`src/rtl/match_controller.sv`:
```
// Pong game-flow sequencer: owns both scores, gates ball motion through
// serve/play/pause/over phases and requests ball re-centring before each serve.
module match_controller #(
    parameter int WinScore   = 11,
    parameter int ServeDelay = 60
) (
    input  logic       Clock,
    input  logic       Reset,
    input  logic       Tick,
    input  logic       Goal1,
    input  logic       Goal2,
    input  logic       Start,
    output logic [6:0] Score1,
    output logic [6:0] Score2,
    output logic       BallEnable,
    output logic       BallRecentre,
    output logic       ServeDir,
    output logic [1:0] Winner,
    output logic [2:0] State
);

    localparam logic [2:0] S_IDLE  = 3'd0;
    localparam logic [2:0] S_SERVE = 3'd1;
    localparam logic [2:0] S_PLAY  = 3'd2;
    localparam logic [2:0] S_PAUSE = 3'd3;
    localparam logic [2:0] S_OVER  = 3'd4;

    localparam logic [6:0] WIN_SCORE   = 7'(WinScore);
    localparam logic [7:0] SERVE_COUNT = 8'(ServeDelay);

    logic [2:0]      state_reg, state_next;
    logic [1:0][6:0] score_reg, score_next;
    logic [1:0][6:0] score_inc;
    logic [1:0]      score_hit;
    logic            enable_reg, enable_next;
    logic            recentre_reg, recentre_next;
    logic            dir_reg, dir_next;
    logic [1:0]      winner_reg, winner_next;
    logic [7:0]      count_reg, count_next;
    logic            start_q_reg;
    logic            start_edge;

    // Index 0 is player 1, index 1 is player 2; score_hit means this goal wins.
    genvar gi;
    generate
        for (gi = 0; gi < 2; gi++) begin : g_player
            assign score_inc[gi] = score_reg[gi] + 7'd1;
            assign score_hit[gi] = (score_inc[gi] == WIN_SCORE);
        end
    endgenerate

    assign start_edge = Start & ~start_q_reg;

    always_comb begin
        state_next    = state_reg;
        score_next    = score_reg;
        dir_next      = dir_reg;
        winner_next   = winner_reg;
        count_next    = count_reg;
        recentre_next = 1'b0;

        case (state_reg)
            S_IDLE, S_OVER: begin
                if (start_edge) begin
                    score_next    = '0;
                    winner_next   = 2'b00;
                    count_next    = SERVE_COUNT;
                    recentre_next = 1'b1;
                    state_next    = S_SERVE;
                end
            end
            S_SERVE: begin
                if (count_reg == 8'd0) begin
                    state_next = S_PLAY;
                end else if (Tick) begin
                    count_next = count_reg - 8'd1;
                end
            end
            S_PLAY: begin
                case ({Goal2, Goal1})
                    2'b11: begin
                        // A let: nobody scores, but the ball is re-served.
                        count_next    = SERVE_COUNT;
                        recentre_next = 1'b1;
                        state_next    = S_SERVE;
                    end
                    2'b01: begin
                        score_next[0] = score_inc[0];
                        dir_next      = 1'b1;
                        if (score_hit[0]) begin
                            winner_next = 2'b01;
                            state_next  = S_OVER;
                        end else begin
                            count_next    = SERVE_COUNT;
                            recentre_next = 1'b1;
                            state_next    = S_SERVE;
                        end
                    end
                    2'b10: begin
                        score_next[1] = score_inc[1];
                        dir_next      = 1'b0;
                        if (score_hit[1]) begin
                            winner_next = 2'b10;
                            state_next  = S_OVER;
                        end else begin
                            count_next    = SERVE_COUNT;
                            recentre_next = 1'b1;
                            state_next    = S_SERVE;
                        end
                    end
                    default: begin
                        if (start_edge) begin
                            state_next = S_PAUSE;
                        end
                    end
                endcase
            end
            S_PAUSE: begin
                if (start_edge) begin
                    state_next = S_PLAY;
                end
            end
            default: begin
                state_next = S_IDLE;
            end
        endcase

        enable_next = (state_next == S_PLAY);
    end

    always_ff @(posedge Clock) begin
        if (Reset) begin
            state_reg    <= S_IDLE;
            score_reg    <= '0;
            enable_reg   <= 1'b0;
            recentre_reg <= 1'b0;
            dir_reg      <= 1'b0;
            winner_reg   <= 2'b00;
            count_reg    <= 8'd0;
            // Reset high so a button held through reset yields no start edge.
            start_q_reg  <= 1'b1;
        end else begin
            state_reg    <= state_next;
            score_reg    <= score_next;
            enable_reg   <= enable_next;
            recentre_reg <= recentre_next;
            dir_reg      <= dir_next;
            winner_reg   <= winner_next;
            count_reg    <= count_next;
            start_q_reg  <= Start;
        end
    end

    assign Score1       = score_reg[0];
    assign Score2       = score_reg[1];
    assign BallEnable   = enable_reg;
    assign BallRecentre = recentre_reg;
    assign ServeDir     = dir_reg;
    assign Winner       = winner_reg;
    assign State        = state_reg;

endmodule
```
`config.mk`:
```
export PLATFORM = sky130hd
export DESIGN_NAME = match_controller
export DESIGN_NICKNAME = d
export VERILOG_FILES = /design/src/rtl/match_controller.sv
export SDC_FILE = /design/constraint.sdc
export NUM_CORES = 1
export LEC_CHECK = 0
export BUFFER_PORTS_ARGS = -buffer_cell sky130_fd_sc_hd__buf_2
export CELL_PAD_IN_SITES_DETAIL_PLACEMENT = 0
export CELL_PAD_IN_SITES_GLOBAL_PLACEMENT = 2
export CORE_ASPECT_RATIO = 0.8
export CORE_MARGIN = 4
export CORE_UTILIZATION = 36
export DETAILED_ROUTE_END_ITERATION = 8
export GPL_ROUTABILITY_DRIVEN = 0
export PLACE_DENSITY_LB_ADDON = 0.15
export SLEW_MARGIN = 10
export SYNTH_ARGS = -nofsm -noshare
export SYNTH_HDL_FRONTEND = slang
export SYNTH_SLANG_ARGS = --single-unit
```
`constraint.sdc`:
```
create_clock -name Clock -period 4.4 [get_ports Clock]
set_input_delay 0.88 -clock Clock [delete_from_list [all_inputs] [get_ports Clock]]
set_output_delay 0.88 -clock Clock [all_outputs]
set_load 0.1 [all_outputs]
```
==> impl_metrics.py, run 1 <==
metrics = {
    "cts": {
        "cts_resized": 0,
        "holdBufCountCts": 0,
        "cts_buffers": 5,
        "post_cts.repair.setup_buffers": 0,
        "path_clk_slew_ps": 70,
        "htree_levels": 2,
        "clock-sinks": 31,
        "cts-root-buf": "clkbuf_8",
        "cts_buffer_depth": 2,
        "cts_tree": "built",
        "clk_latency_ps": 280,
    },
    "floorplanning": {
        "die-width_um": 90.2,
        "fp.dieArea_sq_um": 6660,
        "core_region_area_sq_um": 5120,
        "initial_core_util": 0.380,
        "rows": 23,
        "die_height_um": 73.8,
        "io-pin-count": 28,
    },
    "synth": {
        "synth-edff-count": 0,
        "synth_area_leader_cell": "dfxtp_1",
        "synthTopCellsByCount": "dfxtp_1 (31), nor2_1 (29), nand2_1 (25)",
        "ys.flop_type": "dfxtp_1",
        "yosysMostFrequentCell": "dfxtp_1",
        "yosysWarnings": 0,
        "avgSynthCellArea_sq_um": 8.08,
        "ys_async_sr_fraction": 0,
        "ys_top_cells_by_area": "dfxtp_1 (32%), ha_1 (6.4%), nor2_1 (5.6%), a21oi_1 (4.9%), nand2_1 (4.8%)",
        "synth-seq-area-share": 0.319,
        "synth-seq-cells": 31,
        "syn-cell-area_sq_um": 1950,
        "synthCells": 241,
        "synth_top_cell_area_share": 0.319,
        "synth_nets": 257,
        "synth.distinct_cells": 62,
    },
    "finish": {
        "post-route-util": 0.427,
        "antennaDiodeCount": 0,
        "multi_input_area_sq_um": 1240,
        "seq_area_sq_um": 621,
        "area_delta_synth_final_pct": 12.3,
        "instances_no_fill": 328,
        "n_fill_cell": 566,
        "nets": 282,
        "largest_reg_flops": 8,
        "final_layout_size_suffix_gt1_frac": 0.192,
        "final_cell_area_sq_um": 2190,
    },
    "sta": {
        "whs_ps": 494,
        "hold_viol": 0,
        "fin_crit_sh": 0.553,
        "maxSlewViolCount": 0,
        "tightest_slew_ps": 621,
        "timing.fmax_ghz": 0.411,
        "setup_viol_count_final": 0,
        "grt_setup_unrepaired": "false",
        "relSlewSlack": 0.583,
        "setup_ws_ps": 1960,
        "period_needed_ps": 2440,
        "finClkSkew_ps": 7.19,
        "tns_ps": 0,
    },
    "global_routing": {
        "grt_pass1_wl_um": 7990,
        "antenna_found_initial": 0,
        "overflow": 0,
        "grtUsageTotal": 0.151,
        "grt_pass1_vias": 1577,
        "grt_max_degree": 32,
    },
    "power": {
        "max-vdd-ir-drop_mv": 0.124,
        "leakage_nw": 0.870,
        "powerDensity_nw_per_um2": 295,
        "total_power_mw": 0.645,
    },
    "routing": {
        "wl_um": 4860,
        "vias": 1782,
        "drtIter0Drc": 94,
        "drc": 0,
        "vias_per_cell": 5.43,
        "drtAntennaViolNets": 0,
        "firstDrtPassIters": 4,
        "wl_per_cell_um": 14.8,
    },
    "place": {
        "place_ws_ps": 1710,
        "io_buffers": 27,
        "placed_cell_area_sq_um": 2100,
        "dp_cells": 321,
        "post-dp-hpwl_um": 3460,
    },
    "min_path": {
        "hp-class": "reg -> reg",
    },
    "critical_path": {
        "worst-path-max-fanout": 10,
        "crit_path_start_kind": "flip-flop",
        "worstSetupPathType": "reg -> reg",
        "critPathArrivalTime_ps": 2570,
        "cp.required_ps": 4540,
        "endpoint_kind": "flip-flop",
    },
    "job": {
        "max-cap-violations": 0,
    },
    "outcome": {
        "status": "completed",
    },
}
## final timing paths
path	from	end	slack, ps	cells past startpoint
max	Score2[0]	BallRecentre	1960	7
min	Winner[1]	Winner[1]	490	2
max reg2reg	Score2[0]	BallRecentre	1960	7
min reg2reg	Winner[1]	Winner[1]	490	2
## final cells by class
class | count | area share
clock buffers | 6 | 0.0378
repair buffers | 27 | 0.0618
multi-input cells | 193 | 0.565
flip-flops and latches | 31 | 0.284
inverters | 8 | 0.0137
clock inverters | 1 | 0.00229
well taps | 62 | 0.0355
## worst max-delay path: stages, from the launching register on
cell and delay (ps):
dfxtp_1 510, ha_1 290, and2_2 220, nand4_1 170, o22ai_2 310, a21boi_0 160
o311ai_0 430, o21ai_0 190
## layout by cell type (no fill, tap or decap), types with 2 or more instances in the layout
master / count
dfxtp_1: 31
nor2_1: 29
buf_2: 27
nand2_1: 25
a21oi_1: 19
o21ai_0: 12
ha_1: 10
nor3_1: 9
inv_1: 8
a31oi_1: 8
or3_1: 6
nand3_1: 6
and3_1: 6
clkbuf_8: 6
a211oi_1: 4
nand4_1: 3
nor2b_1: 3
nand3b_1: 3
nand2b_1: 3
a311oi_1: 3
a21boi_0: 2
o21ai_2: 2
o31ai_1: 2
o211ai_1: 2
o311ai_0: 2
## power by group
part           internal (mW)  switching [mW]
registers              0.291          0.0127
clock network          0.123           0.108
logic                 0.0349          0.0756
## layer usage
layer | global-route usage | share of wire
met1 | 0.231 | 0.56
met2 | 0.201 | 0.38
met3 | 0.0409 | 0.054
met4 | 0.0441 | 0.0095
met5 | 0 | 0
## kinds of logic after synthesis
group	Yosys count	share of synthesized area
simple gates	108	0.291
compound gates	73	0.271
flops	31	0.319
buf+inv	17	0.0463
fa+ha+maj	10	0.0643
xor+xnor	1	0.00450
mux	1	0.00514
(Power assumes the default switching activity.)
==> inputs of run 2 (changes only) <==
Settings changed: CORE_UTILIZATION 36 to 33.
Clock period 4.4 ns to 2.5 ns, I/O delays scaled along.
==> impl_metrics.py, run 2 (synthesis results as in run 1) <==
metrics = {
    "outcome": {
        "status": "completed",
    },
    "cts": {
        "path_clk_slew_ps": 80,
        "cts_tree": "built",
        "cts_buffer_depth": 2,
        "htree_levels": 2,
        "cts_buffers": 5,
        "cts-root-buf": "clkbuf_8",
        "post_cts.repair.setup_buffers": 0,
        "clk_latency_ps": 290,
        "cts_resized": 0,
        "clock-sinks": 31,
        "holdBufCountCts": 0,
    },
    "global_routing": {
        "antenna_found_initial": 0,
        "grt_pass1_wl_um": 8650,
        "grt_pass1_vias": 1709,
        "grt_max_degree": 18,
        "overflow": 0,
        "grtUsageTotal": 0.148,
    },
    "finish": {
        "largest_reg_flops": 8,
        "final_cell_area_sq_um": 2280,
        "antennaDiodeCount": 0,
        "final_layout_size_suffix_gt1_frac": 0.241,
        "mostFrequentLayoutCells": "nor2_1 (29), buf_2 (27), nand2_1 (25), dfxtp_1 (23), a21oi_1 (19)",
        "area_delta_synth_final_pct": 17.2,
        "nets": 289,
        "final_common_cell": "nor2_1",
    },
    "sta": {
        "period_needed_ps": 2220,
        "setup_viol_count_final": 0,
        "fin_crit_sh": 0.888,
        "relSlewSlack": 0.599,
        "whs_ps": 431,
        "tightest_slew_ps": 597,
        "timing.fmax_ghz": 0.450,
        "maxSlewViolCount": 0,
        "hold_viol": 0,
        "finClkSkew_ps": 9.46,
        "tns_ps": 0,
        "grt_setup_unrepaired": "false",
    },
    "job": {
        "max-cap-violations": 0,
    },
    "routing": {
        "vias_per_cell": 5.12,
        "drtAntennaViolNets": 0,
        "drtIter0Drc": 45,
        "wl_um": 5100,
        "vias": 1803,
        "wl_per_cell_um": 14.5,
        "firstDrtPassIters": 4,
        "drc": 0,
    },
    "floorplanning": {
        "die_height_um": 76.7,
        "core_region_area_sq_um": 5590,
        "rows": 24,
        "initial_core_util": 0.349,
        "die-width_um": 93.9,
        "io-pin-count": 28,
        "fp.dieArea_sq_um": 7200,
    },
    "critical_path": {
        "crit_path_start_kind": "flip-flop",
        "worst-path-max-fanout": 9,
        "endpoint_kind": "flip-flop",
        "cp.required_ps": 2670,
        "worstSetupPathType": "reg -> reg",
        "critPathArrivalTime_ps": 2390,
        "r2r_slack_ps": 280,
    },
    "min_path": {
        "hp-class": "in -> reg",
    },
    "power": {
        "max-vdd-ir-drop_mv": 0.267,
        "total_power_mw": 1.18,
        "leakage_nw": 0.914,
        "powerDensity_nw_per_um2": 518,
    },
    "place": {
        "placed_cell_area_sq_um": 2180,
        "post-dp-hpwl_um": 3820,
        "io_buffers": 27,
    },
}
==> run 2: changes by cell type in the layout (fill, tap and decap cells not counted) <==
cell      previous run  this run
clkbuf_8             6         7
buf_4                0         7
clkinv_2             1         0
dfxtp_1             31        23
clkbuf_1             0         1
dfxtp_2              0         8
==> run 2: path summary, 6_finish.rpt <==
| kind | start | depth (start not counted) | end |
|---|---|---|---|
| hold reg to reg | Winner[1] | 2 | Winner[1] |
| setup reg to reg | Score1[0] | 7 | Winner[0] |
| setup / recovery | Score1[0] | 7 | Winner[0] |
| hold / removal | Start | 2 | start_q_reg |
==> run 2: metrics by stage <==
step,utilization,instances,setup WS [ps]
3_3_place_gp,0.391,344,232
3_5_place_dp,0.391,344,219
5_1_grt,0.409,352,113
6_report,0.409,352,280
2_1_floorplan,-,241,18.2
4_1_cts,0.409,352,301
==> run 2: worst max-delay path: stages, from the launching register on <==
cell	delay, ps
dfxtp_2	410
ha_1	300
nand3_1	150
xor2_1	240
o211ai_1	140
o21a_1	230
or3_1	390
a22o_1	250
==> run 2: routing by layer <==
layer / routed length, um / GRT usage
met2: 2010 / 0.196
met4: 40 / 0.0346
met1: 2920 / 0.233
met5: 0 / 0
met3: 134 / 0.0372
==> run 2: layout make-up <==
class	instances	area, sq um
well taps	78	97.6
fillers	611	3300
multi-input cells	193	1240
repair buffers	34	188
inverters	8	30.0
clock buffers	8	100
flip-flops and latches	31	631
==> run 2: power by group <==
| part | internal (mW) | switching (mW) | leakage [nW] |
|---|---|---|---|
| clock network | 0.251 | 0.198 | 0.0515 |
| registers | 0.511 | 0.0208 | 0.255 |
| logic | 0.0652 | 0.136 | 0.607 |
| total | 0.828 | 0.355 | 0.914 |
==> inputs of run 3 (changes only) <==
==> constraint.sdc (replaced) <==
create_clock -name Clock -period 2.5 [get_ports Clock]
set_input_delay 0.125 -clock Clock [delete_from_list [all_inputs] [get_ports Clock]]
set_output_delay 0.125 -clock Clock [all_outputs]
set_load 0.1 [all_outputs]
==> impl_metrics.py, run 3 (synthesis results as in run 1) <==
metrics = {
    "outcome": {
        "status": "completed",
    },
    "min_path": {
        "hold_start": "Start",
        "hp-class": "in -> reg",
        "whs_path_depth": 2,
    },
    "floorplanning": {
        "fp.dieArea_sq_um": 7200,
        "die-width_um": 93.9,
        "core_region_area_sq_um": 5590,
        "io-pin-count": 28,
        "initial_core_util": 0.349,
        "rows": 24,
        "die_height_um": 76.7,
    },
    "global_routing": {
        "grtUsageTotal": 0.142,
        "grt_pass1_wl_um": 8250,
        "grt_pass1_vias": 1655,
        "antenna_found_initial": 0,
        "overflow": 0,
        "grt_max_degree": 32,
    },
    "finish": {
        "final_layout_size_suffix_gt1_frac": 0.232,
        "antennaDiodeCount": 0,
        "final_common_cell": "nor2_1",
        "instances_no_fill": 350,
        "post-route-util": 0.403,
        "mostFrequentLayoutCells": "nor2_1 (29), buf_2 (27), nand2_1 (25), dfxtp_1 (23), a21oi_1 (19)",
        "multi_input_area_sq_um": 1240,
        "seq_area_sq_um": 631,
        "nets": 287,
        "area_delta_synth_final_pct": 15.5,
        "largest_reg_flops": 8,
        "n_fill_cell": 619,
    },
    "power": {
        "switchingPower_mw": 0.356,
        "power.share.sequential": 0.471,
        "pwr-share-clk": 0.349,
        "leakage_nw": 0.894,
        "swShare": 0.316,
        "p_int_mw": 0.771,
        "powerDensity_nw_per_um2": 501,
        "max-vdd-ir-drop_mv": 0.218,
        "p_comb_frac": 0.180,
    },
    "cts": {
        "path_clk_slew_ps": 70,
        "cts-root-buf": "clkbuf_8",
        "cts_buffers": 5,
        "htree_levels": 2,
        "clk_latency_ps": 280,
        "cts_buffer_depth": 2,
        "clock-sinks": 31,
        "post_cts.repair.setup_buffers": 0,
        "holdBufCountCts": 0,
        "cts_tree": "built",
        "cts_resized": 0,
    },
    "critical_path": {
        "regToRegStartpoint": "Score2[0]",
        "worst-path-max-fanout": 10,
        "startpoint": "Score2[0]",
        "worstSetupPathType": "reg -> reg",
        "endpoint_kind": "flip-flop",
        "r2r_cells": 7,
        "critPathArrivalTime_ps": 2320,
        "cp.required_ps": 2640,
        "crit_path_start_kind": "flip-flop",
    },
    "sta": {
        "relSlewSlack": 0.552,
        "tns_ps": 0,
        "period_needed_ps": 2180,
        "hold_viol": 0,
        "whs_ps": 67.4,
        "timing.fmax_ghz": 0.459,
        "setup_viol_count_final": 0,
        "tightest_slew_ps": 667,
        "finClkSkew_ps": 10.5,
        "fin_crit_sh": 0.872,
        "grt_setup_unrepaired": "false",
        "maxSlewViolCount": 0,
    },
    "routing": {
        "drtIter0Drc": 96,
        "drtAntennaViolNets": 0,
        "drc": 0,
        "vias": 1799,
        "vias_per_cell": 5.14,
        "wl_per_cell_um": 14.1,
        "wl_um": 4920,
        "firstDrtPassIters": 4,
    },
    "place": {
        "dp_cells": 342,
        "io_buffers": 27,
        "post-dp-hpwl_um": 3650,
    },
    "job": {
        "max-cap-violations": 0,
    },
}
## run 3: cell count changes in the layout (fill, tap and decap cells not counted), sizes merged
cell,delta
buf,-2
clkbuf,-1
clkinv,+1
## run 3: layout make-up
cell class              instances  share of cell area
well taps                      78              0.0434
inverters                       8              0.0134
clock inverters                 1             0.00223
repair buffers                 32              0.0768
multi-input cells             193               0.550
flip-flops and latches         31               0.280
clock buffers                   7              0.0339
## run 3: stage by stage
step	setup WS (ps)	power (mW)	instance area, sq um
finish	321	1.13	2250
global route	60.4	1.19	2250
CTS	283	1.14	2250
detailed placement	295	0.744	2170
global placement	353	0.751	2170
floorplan	18.2	0.694	1960
## run 3: path summary, 6_finish.rpt
check / to / slack [ps]
max: BallRecentre / 320
min: start_q_reg / 70
max reg2reg: BallRecentre / 320
min reg2reg: Winner[1] / 490
## run 3: layer usage
| metal | global-route usage | vias to the layer above | routed length, um |
|---|---|---|---|
| li1 | - | 942 | - |
| met1 | 0.219 | 812 | 2800 |
| met2 | 0.195 | 40 | 1900 |
| met3 | 0.0333 | 5 | 186 |
| met4 | 0.0303 | 0 | 33 |
| met5 | 0 | - | 0 |
## run 3: power by group through the flow
stage          logic (mW)  clock network, mW  registers (mW)
2_1_floorplan       0.125                  0           0.569
3_3_place_gp        0.208                  0           0.543
3_5_place_dp        0.203                  0           0.541
4_1_cts             0.203              0.409           0.530
5_1_grt             0.224              0.429           0.534
6_report            0.203              0.393           0.531
## run 3: worst max-delay path: stages, from the launching register on
cell      delay (ps)
dfxtp_2          410
ha_1             240
and2_2           210
nand4_1          160
o22ai_2          320
a21boi_0         130
o311ai_0         420
o21ai_0          140
